$ cat src/rtl/data_memory_ctrl.sv
// ---------------------------------------------------------------------------
// data_memory_ctrl
//
// Parametrised data memory sitting between the load/store unit and the rest
// of the core. Accesses use a valid/ready handshake, writes honour a per-bit
// mask, reads return registered data one cycle after acceptance together with
// an rvalid strobe, and addresses at or above DEPTH raise a one-cycle
// addr_err strobe instead of touching the array. After reset, or on a
// clear_req, a sequential clear walks every word and writes INIT_VALUE,
// taking exactly DEPTH cycles.
//
// Ports:
//   clk           clock, all state changes on the rising edge
//   reset         synchronous, active-high; restarts the clear
//   clear_req     one-cycle request to re-clear the whole memory
//   req_valid     access request present
//   req_ready     block accepts a request this cycle
//   write_enable  1 = write access, 0 = read access
//   address       word address (ADDR_WIDTH bits)
//   data_in       write data (DATA_WIDTH bits)
//   wmask         per-bit write mask, 1 = bit is written
//   rdata         registered read data
//   rvalid        one-cycle strobe, rdata is valid
//   addr_err      one-cycle strobe, accepted access was out of range
//   busy          clear in progress
// ---------------------------------------------------------------------------
module data_memory_ctrl #(
  parameter int                    DATA_WIDTH = 8,
  parameter int                    ADDR_WIDTH = 8,
  parameter int                    DEPTH      = 256,
  parameter logic [DATA_WIDTH-1:0] INIT_VALUE = '0
) (
  input  logic                  clk,
  input  logic                  reset,
  input  logic                  clear_req,
  input  logic                  req_valid,
  output logic                  req_ready,
  input  logic                  write_enable,
  input  logic [ADDR_WIDTH-1:0] address,
  input  logic [DATA_WIDTH-1:0] data_in,
  input  logic [DATA_WIDTH-1:0] wmask,
  output logic [DATA_WIDTH-1:0] rdata,
  output logic                  rvalid,
  output logic                  addr_err,
  output logic                  busy
);

  // Index width of the implemented array; never wider than the address port
  // because DEPTH <= 2**ADDR_WIDTH.
  localparam int IDX_W = (DEPTH > 1) ? $clog2(DEPTH) : 1;

  // The clear pointer carries one extra bit so DEPTH = 2**ADDR_WIDTH can be
  // represented and compared without wrapping.
  localparam logic [ADDR_WIDTH:0] DEPTH_EXT = (ADDR_WIDTH+1)'(DEPTH);
  localparam logic [ADDR_WIDTH:0] LAST_PTR  = (ADDR_WIDTH+1)'(DEPTH - 1);
  localparam logic [ADDR_WIDTH:0] PTR_ONE   = (ADDR_WIDTH+1)'(1);

  typedef enum logic {
    CLEAR = 1'b0,
    READY = 1'b1
  } state_t;

  logic [DATA_WIDTH-1:0] mem [0:DEPTH-1];

  state_t                state_q, state_d;
  logic [ADDR_WIDTH:0]   clear_ptr_q, clear_ptr_d;
  logic [DATA_WIDTH-1:0] rdata_q, rdata_d;
  logic                  rvalid_q, rvalid_d;
  logic                  addr_err_q, addr_err_d;

  logic                  ready_int;
  logic                  accept;
  logic                  in_range;
  logic [IDX_W-1:0]      acc_idx;

  logic                  mem_we;
  logic [IDX_W-1:0]      mem_waddr;
  logic [DATA_WIDTH-1:0] mem_wdata;

  // Full-width range check: the address is zero-extended rather than
  // truncated so out-of-range addresses never alias onto real words.
  assign in_range  = ({1'b0, address} < DEPTH_EXT);
  assign acc_idx   = address[IDX_W-1:0];

  // A clear request wins over an access presented in the same cycle.
  assign ready_int = (state_q == READY) && !clear_req;
  assign accept    = req_valid && ready_int;

  // Outputs are forced to their reset values for as long as reset is held,
  // including the very first reset cycle before the registers have settled.
  assign req_ready = ready_int && !reset;
  assign busy      = (state_q == CLEAR) || reset;
  assign rvalid    = rvalid_q && !reset;
  assign addr_err  = addr_err_q && !reset;
  assign rdata     = reset ? '0 : rdata_q;

  // Next-state logic: the clear walk in CLEAR, request handling in READY.
  // The memory write port is shared between the clear walk and accepted
  // writes; the read-modify-write merge uses the current word so a mask of
  // zero leaves the word untouched.
  always_comb begin
    state_d     = state_q;
    clear_ptr_d = clear_ptr_q;
    rdata_d     = rdata_q;
    rvalid_d    = 1'b0;
    addr_err_d  = 1'b0;
    mem_we      = 1'b0;
    mem_waddr   = '0;
    mem_wdata   = '0;

    case (state_q)
      CLEAR: begin
        mem_we    = 1'b1;
        mem_waddr = clear_ptr_q[IDX_W-1:0];
        mem_wdata = INIT_VALUE;
        if (clear_ptr_q == LAST_PTR) begin
          state_d     = READY;
          clear_ptr_d = '0;
        end else begin
          clear_ptr_d = clear_ptr_q + PTR_ONE;
        end
      end

      READY: begin
        if (clear_req) begin
          state_d     = CLEAR;
          clear_ptr_d = '0;
        end else if (accept) begin
          addr_err_d = !in_range;
          if (write_enable) begin
            if (in_range) begin
              mem_we    = 1'b1;
              mem_waddr = acc_idx;
              mem_wdata = (mem[acc_idx] & ~wmask) | (data_in & wmask);
            end
          end else begin
            rvalid_d = 1'b1;
            rdata_d  = in_range ? mem[acc_idx] : '0;
          end
        end
      end

      default: begin
        state_d     = CLEAR;
        clear_ptr_d = '0;
      end
    endcase
  end

  // Control and read-data registers. Reset restarts the clear from word 0
  // and drops any pending read or error strobe.
  always_ff @(posedge clk) begin
    if (reset) begin
      state_q     <= CLEAR;
      clear_ptr_q <= '0;
      rdata_q     <= '0;
      rvalid_q    <= 1'b0;
      addr_err_q  <= 1'b0;
    end else begin
      state_q     <= state_d;
      clear_ptr_q <= clear_ptr_d;
      rdata_q     <= rdata_d;
      rvalid_q    <= rvalid_d;
      addr_err_q  <= addr_err_d;
    end
  end

  // Storage array. It has no reset of its own: contents only change through
  // the clear walk or accepted writes, and reset itself leaves them alone.
  always_ff @(posedge clk) begin
    if (mem_we && !reset) begin
      mem[mem_waddr] <= mem_wdata;
    end
  end

endmodule

$ cat config.mk
export PLATFORM = sky130hd
export DESIGN_NAME = data_memory_ctrl
export DESIGN_NICKNAME = d
export VERILOG_FILES = /design/src/rtl/data_memory_ctrl.sv
export SDC_FILE = /design/constraint.sdc
export NUM_CORES = 2
export LEC_CHECK = 0
export ABC_CLOCK_PERIOD_IN_PS = 31900
export CORE_MARGIN = 4
export CORE_UTILIZATION = 35
export DETAILED_ROUTE_END_ITERATION = 12
export PLACE_DENSITY = 0.53
export SYNTH_ARGS = -nofsm -noshare
export SYNTH_HDL_FRONTEND = slang
export SYNTH_SLANG_ARGS = --single-unit
$ cat constraint.sdc
create_clock -name clk -period 31.9 [get_ports clk]
set_input_delay 9.57 -clock clk [delete_from_list [all_inputs] [get_ports clk]]
set_output_delay 9.57 -clock clk [all_outputs]
set_load 0.1 [all_outputs]
* Word level (Yosys, flattened, before mapping) *
Memory sizes are Yosys's and may differ from the RTL's.
Cells that the tools add are included.

storage, ports and cells
  RAM bits = 2048
  word-level logic and storage cells = 48
  register bits after elaboration = 19
  output and inout bits = 12
  memories = 1

operators by class
  muxes and demuxes = 22
  equal/unequal tests = 2
  reductions and logical operators = 10
  bitwise operators = 8
  $add $sub $neg = 1

memory list
  name  words  width  read ports  clocked after memory_dff  wr ports  RTL line  text
  mem   256    8      1           0                         1         63        logic [DATA_WIDTH-1:0] mem [0:DEPTH-1];

operators by type and width
  kind                   number
  $mux W8                7
  $pmux W8 S2            2
  $mux W9                2
  $pmux W9 S2            1
  $and A8 B8 Y8          2
  $add A9 B1 Y9 const B  1
  $eq A9 B8 Y1 const B   1
  $mux W1                8
  $not A8 Y8             1
  $or A8 B8 Y8           1
  $logic_and A1 B1 Y1    5
  $not A1 Y1             4
  $pmux W1 S2            2
  $reduce_and A4 Y1      1
  $reduce_or A4 Y1       1
  $logic_not A1 Y1       2
  $ne A2 B2 Y1 const B   1
  $logic_or A1 B1 Y1     1

* Logic depth before layout (Yosys ltp) *
  depth after elaboration = 9
  depth in mapped cells = 14
  gate-level depth less buffers = 7

* Worst setup path after synthesis *
OpenSTA, ideal clock, no wires.

  kind = input-to-reg
  start = input address[0]
  end = memory mem[0][3] (data pin)
  slack = 7.974 ns
  arrival = 21.693 ns
  path buffers = 7
  stages on the path = 12
  cell sequence = buf_6 -> buf_12 -> buf_12 -> buf_12 -> buf_12 -> buf_8 -> buf_8 -> a211oi_1 -> a2111oi_2 -> nor4_1 -> a31o_1 -> o31ai_1

on the way
  longest elaborated chain between the ends = 7

RTL lines
  element                 RTL line  text
  start, declared         39        input logic [ADDR_WIDTH-1:0] address,
  $mem_v2 Z256 W8         --
  $and A8 B8 Y8           134       mem_wdata = (mem[acc_idx] & ~wmask) | (data_in & wmask);
  $or A8 B8 Y8            134
  $mux W8                 130       if (write_enable) begin
  $mux W8                 128       end else if (accept) begin
  $mux W8                 125       if (clear_req) begin
  $pmux W8 S2             111       case (state_q)
  named net mem_wdata[3]  78        logic [DATA_WIDTH-1:0] mem_wdata;
  end, declared           63

The timed path passes the listed nets, and every way through them passes these cells.

* Worst setup path after layout *
  start = input reset
  end = output rdata[5]

on the way
  longest elaborated chain between the ends = 1

RTL lines
  element          RTL line  text
  start, declared  34        input logic reset,
  $mux W8          95        assign rdata = reset ? '0 : rdata_q;
  end, declared    42        output logic [DATA_WIDTH-1:0] rdata,

No other way between the ends.

==> results.toml <==
[cells_and_area]
n_fill_cell = 20500
layout.cell_area.non_filler_um2 = 91600
final_common_cell = "edfxtp_1"
final_cell_mix = "2048 x edfxtp_1, 427 x mux4_2, 304 x nor2_1, 213 x clkbuf_16, 176 x mux2i_1"
synthToLayoutAreaGrowth_pct = 12.5
fin_nets = 4185
post_route_cells_drive_above_1_share_pct = 20.8

[detailed_routing]
drc = 0
drtIter0Drc = 4788
wl_per_cell_um = 32.1
first_pass_iters = 7
ant_nets = 0
wirelength_um = 236000
dr_total_vias = 41300
avgViaCountPerCell = 5.61

[timing]
rsz0062_at_grt = "no"
finalCritPeriodShare_pct = 68.4
hold_violations = 0
finalSetupViolations = 0
min_period_ns = 21.83
fin_tns_setup_ns = 0
timing.final.ws_setup_ns = 10.07
fmax_mhz = 45.8
skew_ns = 0.0496
max-slew-margin-rel_pct = 8.40
fin_hold_ws_ns = 0.444
worst_slew_pin_slew_ns = 1.37
maxSlewViolCount = 0

[die]
chipHeight_um = 490
core_region_area_um2 = 231000
rows = 176
pin_count = 41
start_util_pct = 35.3
die_w_um = 490
die_area_um2 = 240000

[clock_tree]
cts_sinks = 2067
postCtsHoldBufs = 0
clk_latency_ns = 0.86
htreeDepth = 4
cts_made_buffers = 212
cts_resized = 0
cts-root-buf = "clkbuf_16"
postCtsSetupBuffers = 0
cts_tree = "done"
clkTransAtPathRegs_ns = 0.07
cts_buffer_depth = 3

[run_status]
status = "finished, final reports clean"

[worst_setup_path]
worstPathArrival_ns = 12.26
end_kind = "output pin"
worst_setup_path_start_kind = "primary input"
r2r_start = "mem[192][4]"
timing.reg2reg.setup_slack_ns = 26.16
criticalPathCategory = "in -> out"
reg2reg_depth = 10
r2r_end = "mem[109][4]"
cp_max_fo = 18
cp_data_required_time_ns = 22.33

[logic_synthesis]
syn-num-nets = 4067
yosysSeqAreaShare_pct = 76.0
synth_area_per_cell_um2 = 20.2
netlist_area_um2 = 81400
synth_top_area_share_pct = 75.6
ys_async_sr_fraction_pct = 0
ys_types = 82
ys_ff_latch = 2067
postSynthCellCount = 4037
synth_warnings = 0
synth_largest_area_cell = "edfxtp_1"
ys.flop_type = "edfxtp_1"
synth_edf_count = 2048
synth_area_leaders = "edfxtp_1 76%, mux4_2 12%, mux2i_1 2.2%, nor2_1 1.4%, nand2_1 0.65%"

[worst_hold_path]
hold_end = "clear_ptr_q[8]"
hold_start = "clear_ptr_q[8]"
hp-class = "reg -> reg"
whs_path_depth = 1

[pwr]
vdd_drop_max_uv = 45.6
power.density_nw_per_um2 = 60.4
power_leakage_nw = 29.9

[place]
portBuffers = 39
dp_slack_ns = 10.01
hpwl_um = 147000
placed_area_um2 = 85000
globalplace.congestion = 0.860

[global_routing]
grt_pass1_vias = 41200
grt_pass1_wl_um = 331000
antenna_found_initial = 9
grt-ovfl-total = 0
grt_max_degree = 221
grtUsageTotal_pct = 19.3

[run]
drv_cap = 0
synthesized netlist by cell type (8+ instances only):
library cell and count:
a211oi_1 16, a21oi_1 64, a221oi_1 14, a22o_1 8
a22oi_1 49, a31oi_1 10, and2_1 23, buf_1 16
buf_12 10, buf_2 58, buf_4 23, buf_6 35
buf_8 13, clkbuf_1 92, dfxtp_1 19, edfxtp_1 2048
inv_1 8, mux2_2 29, mux2i_1 176, mux4_1 9
mux4_2 427, nand2_1 140, nand2b_1 21, nand3_1 50
nor2_1 305, nor2b_1 32, nor3_1 40, nor4_1 10
o21ai_0 36, o221ai_1 23, o22ai_1 78, o31ai_1 12
or2_2 9, or3_1 9
state kept, by name, indices dropped and copies added (netlist names):
register / cells
mem: 2048
clear_ptr_q: 9
rdata_q: 8
rvalid_q: 1
state_q: 1
how the worst max path moves through the flow:
stage                     from  cells after the start        end
floorplan           address[0]                     12  mem[0][3]
global placement         reset                      4   rdata[5]
detailed placement       reset                      4   rdata[5]
CTS                      reset                      4   rdata[5]
global route             reset                      4   rdata[5]
finish                   reset                      4   rdata[5]
critical path, cell delays in order:
cell	delay (ns)
clkdlybuf4s50_1	0.39
buf_4	0.21
nor2b_1	0.77
clkdlybuf4s50_1	1.29
layout make-up:
class	instances	area, um^2	share of cell area (%)
flip-flops and latches	2067	61900	67.6
multi-input cells	1713	18000	19.6
well taps	3026	3790	4.13
inverters	10	37.5	0.0410
clock buffers	254	5480	5.99
repair buffers	151	1330	1.45
clock inverters	131	1080	1.18
diodes	6	15.0	0.0164
logic make-up (layout without fill, tap and decap cells):
kind of cell    Yosys count  after routing  share of synthesized area (%)
other cells               1              7                        0.00461
fa+ha+maj                 1              1                         0.0154
compound gates          395            395                           3.43
flops                  2067           2067                           76.0
buf+inv                 257            546                           2.08
xor+xnor                  1              1                         0.0108
mux                     645            645                           14.7
simple gates            670            670                           3.70
report_power, final:
part	total (W)	internal, W	switching, W
Combinational	0.000219	0.0000737	0.000145
Sequential	0.00294	0.00294	0.00000110
Clock	0.00237	0.00132	0.00105
routing by layer:
layer | GRT usage (%) | part of all wire (%) | routed length (um)
met5 | 0 | 0.011 | 26
met4 | 7.49 | 4.1 | 9740
met3 | 4.13 | 8.0 | 18800
met2 | 30.1 | 47 | 110000
met1 | 26.6 | 41 | 97500
per-stage QoR:
step	std cells	utilization, %	total power, W
finish	7358	39.7	0.00553
global route	7353	39.7	0.00569
CTS	7352	39.7	0.00557
detailed placement	6967	36.8	0.00322
global placement	6967	36.8	0.00322
floorplan	4037	-	0.00313
Power figures use the tool's default switching activity.
